--- src/rtl/uart_pkg.sv ---
// Shared UART definitions: FSM state encoding, parity modes, divider and vote helpers.
package uart_pkg;

    typedef enum logic [2:0] {IDLE, START, DATA, PARITY, STOP, BRK} state_t;

    localparam int PARITY_NONE = 0;
    localparam int PARITY_ODD  = 1;
    localparam int PARITY_EVEN = 2;

    // Clocks per oversample tick, truncated; also used by the TX side.
    function automatic int calc_div(input int clk_freq, input int baud, input int os);
        return clk_freq / (baud * os);
    endfunction

    function automatic logic maj3(input logic a, input logic b, input logic c);
        return (a & b) | (a & c) | (b & c);
    endfunction

endpackage

--- src/rtl/uart_baud_tick.sv ---
// Oversample tick generator: one-clk o_tick every DIV clks, restartable by i_clr.
module uart_baud_tick #(
    parameter int DIV = 27
) (
    input  logic clk,
    input  logic rst,
    input  logic i_clr,
    output logic o_tick
);
    localparam int CW = (DIV > 1) ? $clog2(DIV) : 1;

    logic [CW-1:0] r_cnt;
    logic          w_wrap;

    assign w_wrap = (r_cnt == CW'(DIV - 1));
    assign o_tick = w_wrap && !i_clr;

    always_ff @(posedge clk or posedge rst) begin
        if (rst)
            r_cnt <= '0;
        else if (i_clr || w_wrap)
            r_cnt <= '0;
        else
            r_cnt <= r_cnt + CW'(1);
    end

endmodule

--- src/rtl/uart_rx_os.sv ---
// Oversampling UART receiver with start validation and parity/frame error strobes.
// Define UART_RX_VOTE_EN for 3-sample majority voting around mid-bit.
module uart_rx_os
    import uart_pkg::*;
#(
    parameter int CLK_FREQ    = 50_000_000,
    parameter int BAUD        = 9600,
    parameter int OVERSAMPLE  = 16,
    parameter int DATA_BITS   = 8,
    parameter int PARITY_MODE = 0
) (
    input  logic                 clk,
    input  logic                 rst,
    input  logic                 rx,
    output logic [DATA_BITS-1:0] data_out,
    output logic                 data_valid,
    output logic                 parity_err,
    output logic                 frame_err,
    output logic                 busy
);
    localparam int DIV = calc_div(CLK_FREQ, BAUD, OVERSAMPLE);
    localparam int SW  = $clog2(OVERSAMPLE);
`ifdef UART_RX_VOTE_EN
    localparam int DEC_IDX = OVERSAMPLE / 2;
`else
    localparam int DEC_IDX = OVERSAMPLE / 2 - 1;
`endif

    generate
        if (DIV < 1) begin : g_div_chk
            $error("uart_rx_os: CLK_FREQ too low for BAUD*OVERSAMPLE");
        end
    endgenerate

    logic                 r_rx_m, r_rx_s, r_rx_d;
    state_t               r_state, w_next;
    logic [SW-1:0]        r_scnt;
    logic [3:0]           r_bcnt;
    logic [DATA_BITS-1:0] r_shift;
    logic [DATA_BITS-1:0] r_data;
    logic                 r_par_hold, r_valid, r_perr, r_ferr;
    logic                 w_fall, w_clr, w_tick, w_dec, w_bit, w_par_exp;

    always_ff @(posedge clk or posedge rst) begin
        if (rst) begin
            r_rx_m <= 1'b1;
            r_rx_s <= 1'b1;
            r_rx_d <= 1'b1;
        end else begin
            r_rx_m <= rx;
            r_rx_s <= r_rx_m;
            r_rx_d <= r_rx_s;
        end
    end

    assign w_fall = r_rx_d && !r_rx_s;
    assign w_clr  = (r_state == IDLE) && w_fall;

    uart_baud_tick #(.DIV(DIV)) u_tick (
        .clk    (clk),
        .rst    (rst),
        .i_clr  (w_clr),
        .o_tick (w_tick)
    );

    // Tick index within the current bit, zeroed on the start edge.
    always_ff @(posedge clk or posedge rst) begin
        if (rst)
            r_scnt <= '0;
        else if (w_clr)
            r_scnt <= '0;
        else if (w_tick)
            r_scnt <= (r_scnt == SW'(OVERSAMPLE - 1)) ? '0 : r_scnt + SW'(1);
    end

    assign w_dec = w_tick && (r_scnt == SW'(DEC_IDX)) &&
                   (r_state != IDLE) && (r_state != BRK);

`ifdef UART_RX_VOTE_EN
    logic [1:0] r_vote;
    always_ff @(posedge clk or posedge rst) begin
        if (rst)
            r_vote <= 2'b11;
        else if (w_tick && r_scnt == SW'(DEC_IDX - 2))
            r_vote[0] <= r_rx_s;
        else if (w_tick && r_scnt == SW'(DEC_IDX - 1))
            r_vote[1] <= r_rx_s;
    end
    assign w_bit = maj3(r_vote[0], r_vote[1], r_rx_s);
`else
    assign w_bit = r_rx_s;
`endif

    assign w_par_exp = (PARITY_MODE == PARITY_ODD) ? ~^r_shift : ^r_shift;

    always_ff @(posedge clk or posedge rst) begin
        if (rst)
            r_state <= IDLE;
        else
            r_state <= w_next;
    end

    always_comb begin
        w_next = r_state;
        case (r_state)
            IDLE:   if (w_fall) w_next = START;
            START:  if (w_dec) w_next = w_bit ? IDLE : DATA;
            DATA:   if (w_dec && r_bcnt == 4'(DATA_BITS - 1))
                        w_next = (PARITY_MODE != PARITY_NONE) ? PARITY : STOP;
            PARITY: if (w_dec) w_next = STOP;
            STOP:   if (w_dec) w_next = w_bit ? IDLE : BRK;
            BRK:    if (r_rx_s) w_next = IDLE;
            default: w_next = IDLE;
        endcase
    end

    always_ff @(posedge clk or posedge rst) begin
        if (rst) begin
            r_shift    <= '0;
            r_bcnt     <= '0;
            r_par_hold <= 1'b0;
            r_data     <= '0;
            r_valid    <= 1'b0;
            r_perr     <= 1'b0;
            r_ferr     <= 1'b0;
        end else begin
            r_valid <= 1'b0;
            r_perr  <= 1'b0;
            r_ferr  <= 1'b0;
            if (w_clr) begin
                r_bcnt     <= '0;
                r_par_hold <= 1'b0;
            end
            if (w_dec) begin
                case (r_state)
                    DATA: begin
                        // Right shift with new bit at MSB leaves first bit at LSB.
                        r_shift <= {w_bit, r_shift[DATA_BITS-1:1]};
                        r_bcnt  <= r_bcnt + 4'd1;
                    end
                    PARITY: r_par_hold <= w_bit ^ w_par_exp;
                    STOP: begin
                        r_data  <= r_shift;
                        r_valid <= 1'b1;
                        r_perr  <= r_par_hold;
                        r_ferr  <= ~w_bit;
                    end
                    default: ;
                endcase
            end
        end
    end

    assign data_out   = r_data;
    assign data_valid = r_valid;
    assign parity_err = r_perr;
    assign frame_err  = r_ferr;
    assign busy       = (r_state != IDLE);

endmodule

--- config.mk ---
export PLATFORM = sky130hd
export DESIGN_NAME = uart_rx_os
export DESIGN_NICKNAME = d
export VERILOG_FILES = /design/src/rtl/uart_pkg.sv /design/src/rtl/uart_baud_tick.sv /design/src/rtl/uart_rx_os.sv
export SDC_FILE = /design/constraint.sdc
export NUM_CORES = 1
export LEC_CHECK = 0
export BUFFER_PORTS_ARGS = -buffer_cell sky130_fd_sc_hd__buf_2
export CORE_MARGIN = 8
export CORE_UTILIZATION = 35
export DETAILED_ROUTE_END_ITERATION = 7
export GPL_TIMING_DRIVEN = 0
export PLACE_DENSITY = 0.62
export SLEW_MARGIN = 20
export SYNTH_ARGS = -nofsm -noshare
export SYNTH_HDL_FRONTEND = slang
export SYNTH_HIERARCHICAL = 1
export SYNTH_SLANG_ARGS = --single-unit
--- constraint.sdc ---
create_clock -name clk -period 2.5 [get_ports clk]
set_clock_uncertainty 0.2 [all_clocks]
set_input_delay 0.125 -clock clk [delete_from_list [all_inputs] [get_ports clk]]
set_output_delay 0.125 -clock clk [all_outputs]
set_load 0.02 [all_outputs]
* Yosys cells after proc, flatten, opt, wreduce, memory -nomap -nowiden *
Cells that the tools add are included.

word-level totals
  flip-flop bits (word level) = 43
  latch bits = 0
  bits in writable memories = 0
  memory bits (read-only) = 0
  output and inout port bits = 12
  word-level logic and storage cells = 76
  memories = 0

cells by class
  $add $sub $neg = 3
  multiply operators = 0
  divide/modulo/power cells = 0
  order comparisons = 0
  equality and inequality tests = 16
  shifts and indexed selects = 0
  mux-type cells = 25
  bitwise operators = 2
  reductions and logical operators = 17

operator list
  cell                 number
  $mux 4               6
  $mux 3               7
  $pmux 3 s6           1
  $ne 2x2->1 const B   6
  $add 9x1->9 const B  1
  $eq 9x9->1 const B   1
  $mux 1               9
  $mux 9               1
  $add 4x1->4 const B  2
  $eq 4x3->1 const B   2
  $reduce_xor 8->1     1
  $logic_and 1x1->1    7
  $eq 3x2->1 const B   2
  $eq 3x3->1 const B   2
  $reduce_and 6->1     1
  $eq 4x4->1 const B   1
  $reduce_and 2->1     2
  $eq 3x1->1 const B   1
  $logic_not 3->1      1
  $ne 3x3->1 const B   1
  $reduce_bool 3->1    1
  $logic_not 1->1      2
  $mux 2               1
  $reduce_bool 2->1    1
  other kinds (3)      3

* Logic depth before layout (Yosys ltp) *
Gate-level depths: netlist of the first run.

  depth in word-level cells = 11
  gate-level depth with buffers = 12
  depth with buffers taken out = 8

* Cells and area by module *
Netlist of the first run, hierarchy kept.

by module, submodules not included
  module          times used  cells an instance  area each (um^2)  sequential area each (um^2)
  uart_rx_os      1           123                1626.6            854.6
  uart_baud_tick  1           49                 470.5             225.2

* Worst setup path before layout of the first run *
No wires, ideal clock.

  path type = register to register
  start = register r_state[2]
  end = register r_shift[0]
  data arrival time = 2.159 ns
  setup slack = 0.016 ns
  stages on the path, launching flop included = 12
  path buffers = 4
  path through = dfrtp_1 -> buf_4 -> nand2b_4 -> or4_1 -> buf_2 -> inv_2 -> nor2_1 -> buf_2 -> and4b_4 -> nand2_4 -> buf_6 -> mux2_4

on the way
  cells in the longest elaborated chain, start to end = 8
  elaborated cells between the ends (all ways) = 11

RTL lines
  element                            RTL line              source
  start: declaration                 uart_rx_os.sv:36      state_t r_state, w_next;
  start signal: assignment           uart_rx_os.sv:100     r_state <= w_next;
  $logic_not 3->1                    uart_rx_os.sv:57      assign w_clr = (r_state == IDLE) && w_fall;
  $logic_and 1x1->1                  uart_rx_os.sv:57
  net w_clr                          uart_rx_os.sv:42      logic w_fall, w_clr, w_tick, w_dec, w_bit, w_par_exp;
  $logic_not 1->1                    uart_baud_tick.sv:16  assign o_tick = w_wrap && !i_clr;
  $logic_and 1x1->1                  uart_baud_tick.sv:16
  net w_tick                         uart_rx_os.sv:42
  $logic_and 1x1->1 (2 in series)    uart_rx_os.sv:76      assign w_dec = w_tick && (r_scnt == SW'(DEC_IDX)) &&
  $logic_and 1x1->1                  uart_rx_os.sv:77      (r_state != IDLE) && (r_state != BRK);
  $reduce_and 2->1 (no source line)  -
  end signal: assignment             uart_rx_os.sv:138     r_shift <= {w_bit, r_shift[DATA_BITS-1:1]};
  end: declaration                   uart_rx_os.sv:39      logic [DATA_BITS-1:0] r_shift;

The timed path passes the listed nets, and every way through them passes these cells.
A chain may end at the register's enable or synchronous reset.

* Worst setup path in the final report of the first run *
  start = register r_state[2]
  end = register r_shift[1]

The elaborated chain is that of the path after synthesis.

==> results of run 1 <==
==> Yosys cell counts (all sizes together) <==
| library cell | n | area (µm²) |
|---|---|---|
| a21oi | 8 | 43.8 |
| a311oi | 1 | 8.76 |
| a32o | 1 | 10.0 |
| a41o | 1 | 10.0 |
| a41oi | 1 | 8.76 |
| and2 | 1 | 6.26 |
| and4 | 1 | 11.3 |
| and4b | 1 | 13.8 |
| and4bb | 1 | 12.5 |
| buf | 8 | 76.3 |
| clkbuf | 1 | 5.00 |
| dfrtp | 40 | 1000 |
| dfstp | 3 | 78.8 |
| ha | 4 | 50.1 |
| inv | 8 | 30.0 |
| mux2 | 16 | 218 |
| mux2i | 2 | 20.0 |
| nand2 | 9 | 41.3 |
| nand2b | 1 | 13.8 |
| nand3 | 11 | 60.1 |
| nand4 | 2 | 12.5 |
| nand4b | 1 | 8.76 |
| nor2 | 12 | 45.0 |
| nor2b | 1 | 6.26 |
| nor3 | 2 | 10.0 |
| nor3b | 1 | 18.8 |
| nor4b | 2 | 32.5 |
| o211ai | 1 | 7.51 |
| o21ai | 10 | 50.0 |
| o31ai | 2 | 15.0 |
| or3 | 4 | 25.0 |
| or4 | 2 | 18.8 |
| xnor2 | 6 | 52.6 |
| xnor3 | 1 | 22.5 |
| xor2 | 6 | 52.6 |
==> metal layers <==
| metal | vias up | global-route usage [%] |
|---|---|---|
| met5 | - | 0 |
| met4 | 0 | 4.03 |
| met3 | 5 | 2.72 |
| met2 | 18 | 12.4 |
| met1 | 621 | 12.1 |
| li1 | 651 | - |
==> kinds of logic after synthesis <==
kind of cell	share of synthesized area, %
buffers and inverters	5.31
XOR/XNOR	6.09
flip-flops	51.5
adder cells (fa/ha/maj)	2.39
multiplexers	11.3
AO/OA/AOI/OAI	7.34
AND/OR/NAND/NOR	16.0
==> per-stage QoR <==
| stage | cell area (µm²) | setup WS, ns | std cells | util (%) |
|---|---|---|---|---|
| after global routing | 2410 | -0.00501 | 272 | 41.2 |
| final | 2410 | 0.0627 | 272 | 41.2 |
| after global placement | 2260 | -0.141 | 261 | 38.6 |
| after CTS | 2390 | 0.0363 | 271 | 40.8 |
| after detailed placement | 2260 | -0.167 | 261 | 38.6 |
| after floorplan | 2100 | 0.0156 | 172 | - |
==> registers in the layout, summed over array words and instances (netlist names) <==
| register | count |
|---|---|
| u_tick/r_cnt | 9 |
| data_out | 8 |
| r_shift | 8 |
| r_bcnt | 4 |
| r_scnt | 4 |
| r_state | 3 |
| data_valid | 1 |
| frame_err | 1 |
| parity_err | 1 |
| r_par_hold | 1 |
| r_rx_d | 1 |
| r_rx_m | 1 |
| r_rx_s | 1 |
==> report_power, final <==
part	switching, µW	internal [µW]
combinational	119	90.4
clock	238	195
sequential	73.5	755
total	431	1040
==> repair_timing <==
action / 4_1_cts / 5_1_grt
pin swaps: 0 / 1
gates resized for setup: 6 / 2
endpoints found under the hold margin: 41 / 0
hold buffers: 2 / 0
endpoints found under the setup margin: 16 / 7
buffers inserted: 1 / 1
==> layout make-up <==
class	count	area, µm²
Inverter	8	32.5
Clock buffer	6	72.6
Timing Repair Buffer	18	109
Multi-Input combinational cell	112	922
Fill cell	549	3440
Clock inverter	2	12.5
Tap cell	75	93.8
Sequential cell	43	1080
Buffer	8	86.3
==> worst paths after layout <==
check	start	to	slack (ns)	cells after the start
min	rst	u_tick/r_cnt[7]	0.15	3
max in group asynchronous	rst	r_scnt[3]	1.35	3
min reg2reg	r_rx_m	r_rx_s	0.16	0
min in group clk	r_rx_m	r_rx_s	0.16	0
max reg2reg	r_state[2]	r_shift[1]	0.06	10
max	r_state[2]	r_shift[1]	0.06	10
==> worst min-delay path, cell delays in order <==
cell,delay (ns)
dlygate4sd3_1,0.52
buf_2,0.13
inv_1,0.28
==> flow_summary.yaml, run 1 <==
floorplan:
  die_area_mm2: 0.00872
  rows: 28
  core-area_mm2: 0.00585
  die_h_um: 93.4
  die_w_um: 93.4
  start_util_pct: 35.8
  ios: 15
drt:
  wl_met3_um: 153
  drt-initial-drc-count: 76
  drt_wl_total_um: 3590
  dr_total_vias: 1295
  vias_per_cell: 4.76
  top_layer: "met4"
  routedWlPerCell_um: 13.2
  met1Wirelength_um: 1860
  met2_length_um: 1530
  drt-pass1-iter-count: 4
  final_antenna_net_count: 0
  drc: 0
synthesis:
  ys_types: 46
  yosysSeqAreaShare_pct: 51.5
  synth_area_per_cell_um2: 12.2
  syn_area_mm2: 0.00210
  synth_nets: 179
  syn_inst: 172
  synth-warning-count: 6
  ys_seq_elements: 43
pwr:
  power_uw: 1470
  ir_worst_vdd_mv: 0.602
  power.leakage_uw: 0.00112
  pwr_density_cell_mw_per_mm2: 611
layout:
  mostFrequentLayoutCells: "dfrtp_1, buf_2, nor2_1, mux2_4, nand3_1"
  area_growth_pct: 14.9
  final_layout_size_suffix_gt1_share_pct: 31.5
  final_common_cell: "dfrtp_1"
  diodes: 0
  nNetsFinal: 203
clocking:
  htree_levels: 2
  clk_pin_slew_ns: 0.08
  cts_max_path_buffers: 2
  cts_num_sinks: 43
  worstSkewPairLatency_ns: 0.29
  cts_buffers: 5
  cts_root_buffer: "clkbuf_8"
  cts_tree: "done"
global_routing:
  grtUsageTotal_pct: 8.85
  grt_overflow: 0
  antenna_found_initial: 0
  grt_max_degree: 35
  grt_pass1_wl_um: 6140
  grt_pass1_vias: 1262
critical_path:
  crit_path_end_kind: "flop"
  crit_arrival_ns: 2.42
  crit_fanout: 10
  cp_top_family: "simple AND/OR/NAND/NOR gates"
  worstPathCellList: "buf_4 -> nand2b_4 -> or4_1 -> buf_6 -> inv_4 -> nor2_4 -> and4b_4 -> nand2_8 -> buf_8 -> mux2_4"
  critPathKind: "reg -> reg"
  slowest_stage: "or4_1"
  worstPathRequired_ns: 2.48
  startpoint_type: "flop"
  crit_buf_inv: 4
  cp_slowest_stage_delay_ns: 0.41
sta:
  maxSlewHeadroom_pct: 52.6
  drv_slew: 0
  period_minus_slack_ns: 2.44
  finalHoldViolations: 0
  worst_pin_slew_ns: 0.709
  tns_ns: 0
  fmax_ghz: 0.410
  fin_crit_sh_pct: 97.5
  whs_ns: 0.152
  setup_viol: 0
hold_path:
  hp-class: "in -> async"
place:
  port_buffers: 14
  hpwl_um: 2380
  gp_congestion: 0.760
status:
  status: "completed"
run:
  cap_violations: 0
Note: power is estimated with default switching activity, not from simulation.
==> run 2, diff against run 1 <==
Settings changed: SYNTH_HIERARCHICAL 1 to not set.
==> flow_summary.yaml, run 2 <==
clocking:
  cts_hold_buf: 2
  cts_resized: 0
  cts_root_buffer: "clkbuf_8"
  clk_pin_slew_ns: 0.08
  cts_num_sinks: 43
  cts_buffers: 5
  htree_levels: 2
  cts_tree: "done"
  worstSkewPairLatency_ns: 0.29
  cts_setup_buffers: 0
  cts_max_path_buffers: 2
hold_path:
  hp-class: "in -> async"
critical_path:
  reg2regPathDepth: 4
  worstPathRequired_ns: 2.47
  critPathKind: "reg -> reg"
  crit_fanout: 8
  crit_arrival_ns: 2.08
  crit_path_end_kind: "flop"
  startpoint_type: "flop"
synthesis:
  yosysSeqAreaShare_pct: 53.6
  ys_types: 39
  syn_inst: 166
  synth_flop_cell: "dfrtp_1"
  synth_top_area_share_pct: 49.7
  synth.most_common_cell: "dfrtp_1"
  async_flop_share_pct: 100
  ys_seq_elements: 43
  synth_nets: 173
  syn_area_mm2: 0.00201
  synth_largest_area_cell: "dfrtp_1"
  netlist_top_cells_count: "dfrtp_1, mux2_2, nand3_1"
  synthTopCellsByArea: "dfrtp_1, mux2_2, xor2_1"
  synth-warning-count: 0
  synth_edf_count: 0
  synth_area_per_cell_um2: 12.1
run:
  cap_violations: 0
place:
  port_buffers: 14
  dp_slack_ns: 0.395
  gp_congestion: 0.760
  hpwl_um: 2390
layout:
  area_growth_pct: 14.3
  diodes: 0
  final_common_cell: "dfrtp_1"
  largest_reg_flops: 9
  mostFrequentLayoutCells: "dfrtp_1, mux2_2, buf_2, nand3_1, nor2_1"
  final_layout_size_suffix_gt1_share_pct: 27.9
  nNetsFinal: 197
  fillers: 553
  largest_register: "u_tick.r_cnt"
sta:
  setup_viol: 0
  fmax_ghz: 0.475
  worst_pin_slew_ns: 0.538
  rsz0062_at_grt: "no"
  finalHoldViolations: 0
  fin_crit_sh_pct: 84.2
  layout_setup_ws_ns: 0.396
  drv_slew: 0
  tns_ns: 0
  period_minus_slack_ns: 2.10
  maxSlewHeadroom_pct: 63.9
drt:
  routedWlPerCell_um: 13.1
  drt_wl_total_um: 3430
  final_antenna_net_count: 0
  vias_per_cell: 4.89
  dr_total_vias: 1280
  drc: 0
  drt-initial-drc-count: 75
  drt-pass1-iter-count: 4
global_routing:
  grt_overflow: 0
  grt_max_degree: 31
  grt_pass1_wl_um: 6060
  grt_pass1_vias: 1299
  grtUsageTotal_pct: 8.80
  antenna_found_initial: 0
floorplan:
  die_h_um: 91.8
  die_area_mm2: 0.00843
  die_w_um: 91.8
  rows: 27
  start_util_pct: 36.3
  ios: 15
  core-area_mm2: 0.00554
pwr:
  ir_worst_vdd_mv: 0.412
  power.leakage_uw: 0.00117
  pwr_density_cell_mw_per_mm2: 628
  clockPowerShare_pct: 30.3
  seqPwrFrac_pct: 57.1
  combPwrFrac_pct: 12.6
  power_switching_uw: 387
  p_sw_share_pct: 26.8
  p_int_uw: 1060
status:
  status: "completed"
run 2: logic make-up after synthesis:
family,share of synthesized area (%)
and+or+nand+nor,18.1
DFF,53.6
AOI/OAI and AO/OA,5.41
muxes,9.38
xor gates and xnor gates,7.64
buffers and inverters,3.29
adders and majority gates,2.49
run 2: path summary, 6_finish.rpt:
check	from	endpoint	slack, ns
worst max-delay path	u_tick.r_cnt[5]	data_out[7]	0.40
worst max register to register	u_tick.r_cnt[5]	data_out[7]	0.40
worst min register to register	r_rx_m	r_rx_s	0.16
min in group clk	r_rx_m	r_rx_s	0.16
max in group asynchronous	rst	r_rx_d	1.44
worst min-delay path	rst	data_out[0]	0.13
run 2: layout make-up:
type                            instances  area, µm²  share of cell area (%)
Buffer                                  4       47.5                    2.07
Inverter                                5       18.8                   0.816
Sequential cell                        43       1080                    46.9
Tap cell                               72       90.1                    3.92
Clock inverter                          1       5.00                   0.218
Multi-Input combinational cell        114        867                    37.7
Timing Repair Buffer                   17        110                    4.79
Clock buffer                            6       82.6                    3.59
run 2: power groups by stage:
stage	sequential [µW]	combinational, µW	clock [µW]
3_3_place_gp	838	177	0
6_report	825	182	438
2_1_floorplan	823	147	0
4_1_cts	826	186	459
3_5_place_dp	840	181	0
5_1_grt	836	214	481
run 2: per-stage QoR:
stage / utilization, % / instances / total power, µW / cell area (µm²) / hold WS (ns)
2_1_floorplan: - / 166 / 969 / 2010 / -0.0705
3_3_place_gp: 39.2 / 252 / 1010 / 2170 / 0.0321
3_5_place_dp: 39.6 / 253 / 1020 / 2190 / -0.103
4_1_cts: 41.5 / 262 / 1470 / 2300 / 0.124
5_1_grt: 41.5 / 262 / 1530 / 2300 / 0.165
6_report: 41.5 / 262 / 1450 / 2300 / 0.130
run 2: layer usage:
metal  track usage [%]  wire (µm)
met3              2.61         96
met1              10.3       1640
met4              4.83         93
met5                 0          0
met2              14.2       1600
run 2: critical path: stages (launching register included):
cell	delay [ns]
dfrtp_1	0.45
nor4b_4	0.55
and3_4	0.32
nand3_4	0.16
mux2_2	0.31
==> run 3, diff against run 2 <==
Settings changed: PLACE_DENSITY 0.62 to 0.6.
Clock period 2.5 ns to 2.1 ns, I/O delays scaled along.
==> flow_summary.yaml, run 3 (synthesis gave the netlist of run 2 again) <==
floorplan:
  die_h_um: 91.8
  ios: 15
  die_w_um: 91.8
  core-area_mm2: 0.00554
  rows: 27
  die_area_mm2: 0.00843
  start_util_pct: 36.3
critical_path:
  crit_arrival_ns: 1.97
  crit_fanout: 8
  startpoint_type: "flop"
  slowest_stage: "dfrtp_1"
  crit_buf_inv: 2
  cp_top_family: "simple AND/OR/NAND/NOR gates"
  crit_path_end_kind: "flop"
  cp_slowest_stage_delay_ns: 0.42
  worstPathCellList: "inv_1 -> ha_1 -> and4b_2 -> buf_6 -> and3_4 -> nand3_4 -> mux2_2"
  critPathKind: "reg -> reg"
  worstPathRequired_ns: 2.08
global_routing:
  grt_pass1_wl_um: 6020
  grt_max_degree: 27
  grt_pass1_vias: 1349
  grtUsageTotal_pct: 8.55
  antenna_found_initial: 0
  grt_overflow: 0
place:
  gp_congestion: 0.807
  dp_slack_ns: 0.00723
  port_buffers: 14
  placed_area_mm2: 0.00219
  hpwl_um: 2390
  place_inst: 253
drt:
  drt-initial-drc-count: 39
  drc: 0
  routedWlPerCell_um: 12.5
  final_antenna_net_count: 0
  drt-pass1-iter-count: 4
  dr_total_vias: 1277
  vias_per_cell: 4.82
  drt_wl_total_um: 3310
run:
  cap_violations: 0
sta:
  setup_viol: 0
  rsz0062_at_grt: "no"
  layout_setup_ws_ns: 0.113
  worst_pin_slew_ns: 0.383
  period_minus_slack_ns: 1.99
  tns_ns: 0
  fin_crit_sh_pct: 94.6
  fmax_ghz: 0.503
  maxSlewHeadroom_pct: 74.4
  finalHoldViolations: 0
  drv_slew: 0
pwr:
  p_sw_share_pct: 25.6
  power.leakage_uw: 0.00119
  combPwrFrac_pct: 11.7
  ir_worst_vdd_mv: 0.452
  p_int_uw: 1390
  clockPowerShare_pct: 35.4
  seqPwrFrac_pct: 52.9
  power_switching_uw: 477
  pwr_density_cell_mw_per_mm2: 794
clocking:
  cts_num_sinks: 43
  clk_pin_slew_ns: 0.08
  cts_tree: "done"
  htree_levels: 2
  cts_buffers: 5
  worstSkewPairLatency_ns: 0.29
  cts_root_buffer: "clkbuf_8"
  cts_max_path_buffers: 2
layout:
  fin_area_mm2: 0.00235
  final_common_cell: "dfrtp_1"
  fin_cells: 265
  nNetsFinal: 199
  largest_register: "u_tick.r_cnt"
  largest_reg_flops: 9
  final_layout_size_suffix_gt1_share_pct: 29.5
  mostFrequentLayoutCells: "dfrtp_1, mux2_2, buf_2, nand3_1, nor2_1"
  diodes: 0
  area_growth_pct: 16.6
status:
  status: "completed"
hold_path:
  hp-class: "in -> async"
==> run 3: changes by cell type in the layout (fill, tap and decap cells not counted) <==
cell       before  now
dfrtp_1        40   39
bufinv_16       0    1
buf_4           0    2
dfrtp_2         0    1
==> run 3: what timing repair did <==
action | CTS | global route
endpoints found under the setup margin | 0 | 13
hold endpoints to repair | 42 | 0
setup buffers | 0 | 2
resized for setup | 0 | 1
hold buffers | 2 | 0
==> run 3: per-stage QoR <==
| step | utilization (%) | power [µW] | hold WS, ns |
|---|---|---|---|
| floorplan | - | 1150 | -0.0905 |
| global placement | 39.2 | 1210 | 0.0106 |
| detailed placement | 39.6 | 1220 | -0.0859 |
| CTS | 42.1 | 1890 | 0.143 |
| global route | 42.4 | 1970 | 0.162 |
| finish | 42.4 | 1860 | 0.143 |
==> run 3: area by class of cell <==
| type | count | area [µm²] |
|---|---|---|
| Buffer | 4 | 47.5 |
| Clock buffer | 6 | 82.6 |
| Clock inverter | 2 | 35.0 |
| Fill cell | 557 | 3190 |
| Inverter | 5 | 18.8 |
| Multi-Input combinational cell | 114 | 867 |
| Sequential cell | 43 | 1080 |
| Tap cell | 72 | 90.1 |
| Timing Repair Buffer | 19 | 125 |
==> run 3: routing by layer <==
layer | part of all wire [%] | global-route usage (%)
met5 | 0 | 0
met4 | 0.94 | 2.82
met3 | 2.8 | 2.77
met2 | 51 | 14.8
met1 | 46 | 9.65
==> run 3: power by group through the flow <==
stage	clock network, µW	logic [µW]	registers [µW]
final	659	218	986
after CTS	677	225	984
after global placement	0	211	999
after detailed placement	0	218	1000
after global routing	716	254	999
after floorplan	0	175	980
==> run 3: final timing paths <==
| kind | startpoint | to | slack (ns) | cells past startpoint |
|---|---|---|---|---|
| worst max-delay path | u_tick.r_cnt[1] | data_out[6] | 0.11 | 7 |
| min in group clk | r_rx_m | r_rx_s | 0.16 | 0 |
| worst min register to register | r_rx_m | r_rx_s | 0.16 | 0 |
| max in group asynchronous | rst | r_rx_d | 1.02 | 4 |
| worst min-delay path | rst | data_out[6] | 0.14 | 3 |
| worst max register to register | u_tick.r_cnt[1] | data_out[6] | 0.11 | 7 |
==> run 3: worst reg2reg max path, cell delays in order, from the launching register on <==
cell and delay [ns]:
dfrtp_1 0.42, inv_1 0.06, ha_1 0.16, and4b_2 0.24, buf_6 0.14, and3_4 0.16, nand3_4 0.15, mux2_2 0.35
